<file path="src/rtl/wb_pkg.sv">
// Shared definitions for the writeback-destination queue: register-file geometry,
// the queued entry layout and a one-hot helper for the pending-write mask.
package wb_pkg;

  localparam int REG_COUNT = 16;
  localparam int REG_IDX_W = 4;
  localparam int WB_DATA_W = 64;

  typedef struct packed {
    logic [REG_IDX_W-1:0] reg_idx;
    logic [WB_DATA_W-1:0] data;
  } wb_entry_t;

  function automatic logic [REG_COUNT-1:0] onehot16(input logic [REG_IDX_W-1:0] idx);
    logic [REG_COUNT-1:0] r;
    r      = '0;
    r[idx] = 1'b1;
    return r;
  endfunction

endpackage

</file>
<file path="src/rtl/wb_dest_queue_if.sv">
// Request/strobe bundle between the writeback producer, the queue and the
// register-write decoder.
interface wb_dest_queue_if #(
  parameter int DATA_WIDTH = 64,
  parameter int DEPTH      = 4
);

  logic                          in_valid;
  logic                          in_ready;
  logic [wb_pkg::REG_IDX_W-1:0]  in_reg;
  logic [DATA_WIDTH-1:0]         in_data;
  logic                          flush;
  logic                          rf_stall;
  logic                          dec_enable;
  logic [wb_pkg::REG_IDX_W-1:0]  dec_sel;
  logic [DATA_WIDTH-1:0]         wr_data;
  logic [wb_pkg::REG_COUNT-1:0]  busy_mask;
  logic [$clog2(DEPTH):0]        count;

  modport master (
    output in_valid, in_reg, in_data, flush, rf_stall,
    input  in_ready, dec_enable, dec_sel, wr_data, busy_mask, count
  );

  modport slave (
    input  in_valid, in_reg, in_data, flush, rf_stall,
    output in_ready, dec_enable, dec_sel, wr_data, busy_mask, count
  );

endinterface

</file>
<file path="src/rtl/wb_fifo.sv">
// Generic synchronous FIFO; full/empty come from the occupancy count so pointer
// equality is never ambiguous. Exposes its storage and per-slot valid bits.
module wb_fifo
  import wb_pkg::*;
#(
  parameter int  DEPTH   = 4,
  parameter type entry_t = wb_entry_t,
  localparam int PTR_W   = $clog2(DEPTH),
  localparam int CNT_W   = PTR_W + 1
) (
  input  logic             clk,
  input  logic             rst,
  input  logic             push,
  input  entry_t           push_data,
  input  logic             pop,
  input  logic             flush,
  output entry_t           head,
  output entry_t           entries [DEPTH],
  output logic [DEPTH-1:0] valid_vec,
  output logic [CNT_W-1:0] count,
  output logic             full,
  output logic             empty
);

  logic [PTR_W-1:0] head_q, head_d;
  logic [PTR_W-1:0] tail_q, tail_d;
  logic [CNT_W-1:0] count_q, count_d;
  entry_t           mem_q [DEPTH];
  logic             push_ok;
  logic             pop_ok;

  assign full    = (count_q == CNT_W'(DEPTH));
  assign empty   = (count_q == '0);
  assign push_ok = push && !full && !flush;
  assign pop_ok  = pop && !empty && !flush;

  always_comb begin
    head_d  = head_q;
    tail_d  = tail_q;
    count_d = count_q;
    if (flush) begin
      head_d  = '0;
      tail_d  = '0;
      count_d = '0;
    end else begin
      if (push_ok) tail_d = tail_q + 1'b1;
      if (pop_ok)  head_d = head_q + 1'b1;
      count_d = count_q + CNT_W'(push_ok) - CNT_W'(pop_ok);
    end
  end

  always_ff @(posedge clk) begin
    if (rst) begin
      head_q  <= '0;
      tail_q  <= '0;
      count_q <= '0;
    end else begin
      head_q  <= head_d;
      tail_q  <= tail_d;
      count_q <= count_d;
    end
  end

  // Storage needs no reset: slots are only observed through valid_vec / count.
  always_ff @(posedge clk) begin
    if (push_ok) mem_q[tail_q] <= push_data;
  end

  assign head    = mem_q[head_q];
  assign entries = mem_q;
  assign count   = count_q;

  for (genvar gi = 0; gi < DEPTH; gi++) begin : g_valid
    logic [PTR_W-1:0] offs;
    assign offs          = PTR_W'(gi) - head_q;
    assign valid_vec[gi] = (CNT_W'(offs) < count_q);
  end

endmodule

</file>
<file path="src/rtl/wb_dest_queue.sv">
// Writeback-destination queue: buffers register writes and drains one registered
// strobe per cycle into the 4-to-16 write decoder, publishing a pending-write mask.
module wb_dest_queue
  import wb_pkg::*;
#(
  parameter int DATA_WIDTH = 64,
  parameter int DEPTH      = 4
) (
  input logic            clk,
  input logic            rst,
  wb_dest_queue_if.slave bus
);

  typedef struct packed {
    logic [REG_IDX_W-1:0]  reg_idx;
    logic [DATA_WIDTH-1:0] data;
  } entry_t;

  entry_t                 push_entry;
  entry_t                 head;
  entry_t                 entries [DEPTH];
  logic [DEPTH-1:0]       valid_vec;
  logic [$clog2(DEPTH):0] fifo_count;
  logic                   full;
  logic                   empty;
  logic                   push;
  logic                   pop;

  logic                   dec_enable_q, dec_enable_d;
  logic [REG_IDX_W-1:0]   dec_sel_q, dec_sel_d;
  logic [DATA_WIDTH-1:0]  wr_data_q, wr_data_d;
  logic [REG_COUNT-1:0]   entry_mask [DEPTH];
  logic [REG_COUNT-1:0]   busy_mask;

  // No pop credit on a full queue: readiness depends on occupancy alone.
  assign bus.in_ready = !rst && !bus.flush && !full;
  assign push         = bus.in_valid && bus.in_ready;
  assign pop          = !rst && !bus.flush && !bus.rf_stall && !empty;
  assign push_entry   = '{reg_idx: bus.in_reg, data: bus.in_data};

  wb_fifo #(
    .DEPTH   (DEPTH),
    .entry_t (entry_t)
  ) u_fifo (
    .clk       (clk),
    .rst       (rst),
    .push      (push),
    .push_data (push_entry),
    .pop       (pop),
    .flush     (bus.flush),
    .head      (head),
    .entries   (entries),
    .valid_vec (valid_vec),
    .count     (fifo_count),
    .full      (full),
    .empty     (empty)
  );

  always_comb begin
    dec_enable_d = pop;
    dec_sel_d    = dec_sel_q;
    wr_data_d    = wr_data_q;
    if (pop) begin
      dec_sel_d = head.reg_idx;
      wr_data_d = head.data;
    end
  end

  always_ff @(posedge clk) begin
    if (rst) begin
      dec_enable_q <= 1'b0;
      dec_sel_q    <= '0;
      wr_data_q    <= '0;
    end else begin
      dec_enable_q <= dec_enable_d;
      dec_sel_q    <= dec_sel_d;
      wr_data_q    <= wr_data_d;
    end
  end

  for (genvar gi = 0; gi < DEPTH; gi++) begin : g_mask
    assign entry_mask[gi] = valid_vec[gi] ? onehot16(entries[gi].reg_idx) : '0;
  end

  // The in-flight strobe still counts as pending until it has been written.
  always_comb begin
    busy_mask = dec_enable_q ? onehot16(dec_sel_q) : '0;
    for (int i = 0; i < DEPTH; i++) begin
      busy_mask = busy_mask | entry_mask[i];
    end
  end

  assign bus.dec_enable = dec_enable_q;
  assign bus.dec_sel    = dec_sel_q;
  assign bus.wr_data    = wr_data_q;
  assign bus.busy_mask  = busy_mask;
  assign bus.count      = fifo_count;

endmodule

</file>
<file path="src/flat_wrapper.sv">
// flat-port wrapper written by rule: the top's interface ports become plain ports
module wb_dest_queue_flat import wb_pkg::*;
#(
  parameter int DATA_WIDTH = 64,
  parameter int DEPTH      = 4
)
  (clk, rst, bus_in_valid, bus_in_reg, bus_in_data, bus_flush, bus_rf_stall, bus_in_ready, bus_dec_enable, bus_dec_sel, bus_wr_data, bus_busy_mask, bus_count);
  wb_dest_queue_if #(.DATA_WIDTH(DATA_WIDTH), .DEPTH(DEPTH)) bus_i ();
  input logic clk;
  input logic rst;
  input wire logic [$bits(bus_i.in_valid)-1:0] bus_in_valid;
  input wire logic [$bits(bus_i.in_reg)-1:0] bus_in_reg;
  input wire logic [$bits(bus_i.in_data)-1:0] bus_in_data;
  input wire logic [$bits(bus_i.flush)-1:0] bus_flush;
  input wire logic [$bits(bus_i.rf_stall)-1:0] bus_rf_stall;
  output wire logic [$bits(bus_i.in_ready)-1:0] bus_in_ready;
  output wire logic [$bits(bus_i.dec_enable)-1:0] bus_dec_enable;
  output wire logic [$bits(bus_i.dec_sel)-1:0] bus_dec_sel;
  output wire logic [$bits(bus_i.wr_data)-1:0] bus_wr_data;
  output wire logic [$bits(bus_i.busy_mask)-1:0] bus_busy_mask;
  output wire logic [$bits(bus_i.count)-1:0] bus_count;
  assign bus_i.in_valid = bus_in_valid;
  assign bus_i.in_reg = bus_in_reg;
  assign bus_i.in_data = bus_in_data;
  assign bus_i.flush = bus_flush;
  assign bus_i.rf_stall = bus_rf_stall;
  assign bus_in_ready = bus_i.in_ready;
  assign bus_dec_enable = bus_i.dec_enable;
  assign bus_dec_sel = bus_i.dec_sel;
  assign bus_wr_data = bus_i.wr_data;
  assign bus_busy_mask = bus_i.busy_mask;
  assign bus_count = bus_i.count;
  wb_dest_queue #(.DATA_WIDTH(DATA_WIDTH), .DEPTH(DEPTH)) u_core (.clk(clk), .rst(rst), .bus(bus_i));
endmodule
</file>
<file path="config.mk">
export PLATFORM = sky130hd
export DESIGN_NAME = wb_dest_queue_flat
export DESIGN_NICKNAME = d
export VERILOG_FILES = /design/src/rtl/wb_pkg.sv /design/src/rtl/wb_dest_queue_if.sv /design/src/rtl/wb_fifo.sv /design/src/rtl/wb_dest_queue.sv /design/src/flat_wrapper.sv
export SDC_FILE = /design/constraint.sdc
export NUM_CORES = 1
export LEC_CHECK = 0
export CELL_PAD_IN_SITES_DETAIL_PLACEMENT = 0
export CELL_PAD_IN_SITES_GLOBAL_PLACEMENT = 2
export CORE_MARGIN = 2
export CORE_UTILIZATION = 24
export DETAILED_ROUTE_END_ITERATION = 8
export GPL_TIMING_DRIVEN = 0
export PLACE_DENSITY_LB_ADDON = 0.3
export SKIP_LAST_GASP = 1
export SLEW_MARGIN = 20
export SYNTH_ARGS = -nofsm -noshare
export SYNTH_HDL_FRONTEND = slang
export SYNTH_HIERARCHICAL = 1
export SYNTH_SLANG_ARGS = --single-unit
</file>
<file path="constraint.sdc">
create_clock -name clk -period 10.62 [get_ports clk]
set_input_delay 2.124 -clock clk [delete_from_list [all_inputs] [get_ports clk]]
set_output_delay 2.124 -clock clk [all_outputs]
set_load 0.01 [all_outputs]
</file>
## Word-level counts from Yosys, hierarchy flattened

Cells that the tools add are included.

- Bits in registers: 348
- Input port bits: 73
- Output and inout bits: 89
- Word-level logic and storage cells: 89

- Add/subtract/negate cells: 8
- Magnitude comparators: 17
- Equal/unequal tests: 1
- Mux-type cells: 21
- Bitwise operators: 6
- Reduce and logical (&&, ||, !) cells: 22

Operators by type and width:

| cell | number |
|---|---|
| bitwise mux 272 bit | 1 |
| 2-to-1 mux 68 bit | 3 |
| binary-select mux 68 bit (select 2 bit) | 1 |
| demux 68 bit (select 2 bit) | 1 |
| 2-to-1 mux 16 bit | 5 |
| bitwise OR 16 bit | 4 |
| less-than comparator 4 x 5 -> 1 bit, second input constant | 5 |
| demux 1 bit (select 4 bit) | 5 |
| greater-or-equal comparator 4 x 1 -> 1 bit, second input constant | 5 |
| logical AND 1 bit | 15 |
| less-than comparator 2 x 3 -> 1 bit | 4 |
| greater-or-equal comparator 3 bit, second input constant | 2 |
| NOT 2 -> 3 bit | 2 |
| logical NOT 1 bit | 5 |
| 2-to-1 mux 1 bit | 5 |
| adder 2 x 1 -> 2 bit, second input constant | 2 |
| subtractor 1 x 2 -> 2 bit, first input constant | 2 |
| subtractor 2 bit, first input constant | 2 |
| adder 3 x 1 -> 3 bit | 1 |
| equality test 3 bit, second input constant | 1 |
| logical NOT 3 bit | 1 |
| less-than comparator 3 x 1 -> 1 bit, second input constant | 1 |
| subtractor 3 x 1 -> 3 bit | 1 |
| OR reduction 2 bit | 1 |

## Depth between registers and ports, before layout

- Depth after elaboration: 9
- Depth in mapped cells: 12
- Mapped depth without buffers: 11

## Cells and area by module

Netlist, hierarchy kept.

By module, submodules not included:

| module | instances | cells each | area an instance (µm²) | sequential area each (µm²) |
|---|---|---|---|---|
| wb_fifo | 1 | 420 | 10380.0 | 8308.0 |
| wb_dest_queue | 1 | 417 | 3083.0 | 1381.3 |

## Worst setup path before layout

OpenSTA, ideal clock, no wires.

- Kind: input to register
- From: input rst
- To: register u_core.u_fifo.mem_q (netlist bit u_core/u_fifo/entries[0]) (enable)
- Setup time: 0.433 ns
- Arrival time: 4.768 ns
- Data required time: 10.187 ns
- Setup slack: 5.419 ns
- Cell stages on the path: 5
- Buffers on the path: 1
- Cell sequence: clkbuf_1 nor3_1 and2_1 nor3b_2 and2_1

- Word-level cells in the longest chain between the ends: 6

Ends and longest elaborated chain:

| what | line | text |
|---|---|---|
| from (decl) | flat_wrapper.sv:10 | `input logic rst;` |
| logical NOT 1 bit | wb_dest_queue.sv:36 | `assign bus.in_ready = !rst && !bus.flush && !full;` |
| logical AND 1 bit (2 in a row) | wb_dest_queue.sv:36 |  |
| net bus_in_ready | flat_wrapper.sv:16 | `output wire logic [$bits(bus_i.in_ready)-1:0] bus_in_ready;` |
| logical AND 1 bit | wb_dest_queue.sv:37 | `assign push = bus.in_valid && bus.in_ready;` |
| net u_core.push | wb_dest_queue.sv:26 | `logic push;` |
| logical AND 1 bit (2 in a row) | wb_fifo.sv:34 | `assign push_ok = push && !full && !flush;` |
| to (signal, indexed assignment) | wb_fifo.sv:66 | `if (push_ok) mem_q[tail_q] <= push_data;` |
| to (decl) | wb_fifo.sv:28 | `entry_t mem_q [DEPTH];` |

The timed path passes the listed nets, and every way through them passes these cells.
A chain may end at the register's enable or synchronous reset.

## Final worst setup path

- From: input rst
- To: output bus_in_ready

- Word-level cells in the longest chain between the ends: 3

Ends and longest elaborated chain:

| what | line |
|---|---|
| logical NOT 1 bit | wb_dest_queue.sv:36 |
| logical AND 1 bit (2 in a row) | wb_dest_queue.sv:36 |
| to (decl) | flat_wrapper.sv:16 |

No other way between the ends.

==> run metrics <==
Post-CTS Resized=0; Core ar.=55300 sq um; synth-to-layout area growth=29.1%; Fillers=5506; final wirelength=35500 microns; vias in the first global route=approximately 8k; ANT cells=0; CP max stage delay=560 ps; largest cells by area after synthesis=edfxtp_1 (61%), mux4_2 (11%), dfxtp_1 (11%); Final #Nets=1129; Peak VDD IR=0.0825 mV; final non-filler cell total=1822; Achievable Freq=roughly 170 MHz; crit-path most repeated cell=clkdlybuf4s50_1; area leader, netlist=edfxtp_1; syn_nets=roughly 920; Placer Congestion=0.757; async set-reset flop share out of synthesis=0; total gr overflow=0; FF/Latch Area=about 9700 sq um; TritonRoute pass-1 iters=4; Yosys warnings=6; Final Cycle Share=0.565; Post-CTS Setup Bufs=0; top cells by count, synth=edfxtp_1 (272), nand2_1 (148), dfxtp_1 (76), a21oi_1 (72), mux4_2 (68); vias per cell=4.29; Cell Int Power=2300 uW; sequential share of power=0.515; Ports=162; TritonCTS Sinks=348; first-pass GRT wire length=52400 microns; Seq/Total Area, Yosys=0.720; Final Hold Viols=0; DP Cell Count=approximately 1.8k; power share of the clock group=0.463; worst min-delay path class=register to register; Mapped Cells=837; Net Sw Frac=0.197; CTS H-tree lvls=2; most instantiated library cell after synthesis=edfxtp_1; Seq cells post-synth=348; clock latency on the worst-skew pair=540 ps; PortBufs=approximately 160; Worst Setup End Kind=output pin; CTS tree=built; relative slew slack=0.526; Final TNS setup=0 ps; root buf cell=clkbuf_16; Row Count=86; CTS clk-pin slew, worst paths=roughly 50 ps; # setup viols final=0; initial antenna violation count=6; Die W=approximately 240 microns; min cycle time layout=6000 ps; Initial Util=0.243; Synth Cell Area=13500 sq um; maxcap violations=0; worst path cell trace=clkdlybuf4s50_1 -> clkbuf_1 -> nor3_1 -> clkdlybuf4s50_1; multi-input logic area=3490 sq um; outcome=complete, no violations; Max Transition Viols Final=0; Inserted Clock Buffers=41; routed vias=7824; DRC=0; CP required=8500 ps; skew final=16.7 ps; drt initial violations=479; Yosys top cell area share=0.607; largest net degree at the start of global routing=40; Crit Path Max Fanout=7; Wirelength per Cell=19.5 microns; Total GRT Usage=0.124; Synth Flop Type=edfxtp_1; Detail Placement HPWL=around 23000 microns; hold buffers post-CTS=0; worst slew pin tran=711 ps; slowest stage cell on the critical path=clkbuf_1; WP data arrival=3880 ps; synth unique cells=39; Sw Pwr=around 560 uW; RSZ-0062 raised after global routing=false; DRT antenna net count=0; layout cells sized above 1=0.152; Logic pwr share=0.022; Pleak=0.00536 uW; CP Launch Type=input pin; die height=241 microns; die area=58000 sq um; CTS Buffer Depth=3; Syn Area/Cell=16.1 sq um; Pwr Density=between 150 and 200 nW/um^2; Post-synth EDFFs=272; WS Path Type=input pin to output pin
-- layout make-up --
type | instances | area share
clock inverters | 12 | 0.00619
well taps | 748 | 0.0538
multi-input cells | 436 | 0.201
inverters | 12 | 0.00288
flip-flops and latches | 348 | 0.557
repair buffers | 165 | 0.0990
clock buffers | 60 | 0.0660
plain buffers | 41 | 0.0140
-- state kept, by name (all words and copies together), names as in the netlist --
name / count
u_core/u_fifo/entries: 272
u_core/bus.wr_data: 64
u_core/bus.dec_sel: 4
u_core/u_fifo/count: 3
u_core/u_fifo/head_q: 2
u_core/u_fifo/tail_q: 2
u_core/bus.dec_enable: 1
-- metal layers --
| metal | track usage | routed length [microns] | vias to the layer above |
|---|---|---|---|
| met4 | 0.0421 | 838 | 12 |
| met1 | 0.153 | 15100 | 3937 |
| met2 | 0.209 | 17300 | 203 |
| met3 | 0.0334 | 2180 | 63 |
| li1 | - | - | 3609 |
| met5 | 0 | 69 | - |
-- path summary, 6_finish.rpt --
path	slack, ps	depth (start not counted)	end	start
setup / recovery	4620	4	bus_in_ready	rst
hold reg to reg	450	2	u_core/bus.wr_data[36]	u_core/bus.wr_data[36]
hold / removal	450	2	u_core/bus.wr_data[36]	u_core/bus.wr_data[36]
setup reg to reg	7410	12	u_core/u_fifo/count[2]	u_core/u_fifo/count[0]
-- cell usage in the layout (no fill, tap or decap), drive strengths merged, types with 2 or more instances in the layout --
master	count
clkdlybuf4s50	161
inv	11
nand3	9
or3	13
o22ai	18
nand2b	14
nand3b	11
clkinv	10
and2	8
a21oi	72
ha	10
clkbuf	77
or2	4
buf	28
nor2b	4
nor3b	8
or4	3
dfxtp	76
mux4	68
mux2i	3
a32oi	2
nor3	9
nand4	2
nand2	148
nor2	14
o32ai	5
edfxtp	272
bufinv	2
xnor2	3
-- stage by stage --
stage | worst slack (ps) | area (sq um) | utilization | total power, uW | hold slack (ps)
after floorplan | 5420 | 13500 | - | 1520 | 468
after global placement | 2810 | 16000 | 0.289 | 1570 | 443
after detailed placement | 4550 | 16100 | 0.292 | 1570 | 446
after CTS | 4540 | 17400 | 0.314 | 2920 | 458
after global routing | 4430 | 17400 | 0.314 | 2960 | 474
final | 4620 | 17400 | 0.314 | 2860 | 453
-- critical path, delay by kind of cell --
family        cells  cell delay [ps]
buf+inv           3             1620
simple gates      1              140
-- cells by family after synthesis --
group,synth area share
flip-flops,0.720
AND/OR/NAND/NOR,0.0867
AO/OA/AOI/OAI,0.0431
multiplexers,0.116
buffers and inverters,0.0217
adder cells (fa/ha/maj),0.0108
XOR/XNOR,0.00195
-- power by group through the flow --
stage	registers, uW	logic (uW)	clock network, uW
after floorplan	1500	14.1	0
after CTS	1470	64.2	1380
final	1470	62.0	1330
after detailed placement	1500	63.9	0
after global placement	1500	61.5	0
after global routing	1470	68.4	1420
Note: power is estimated with default switching activity, not from simulation.
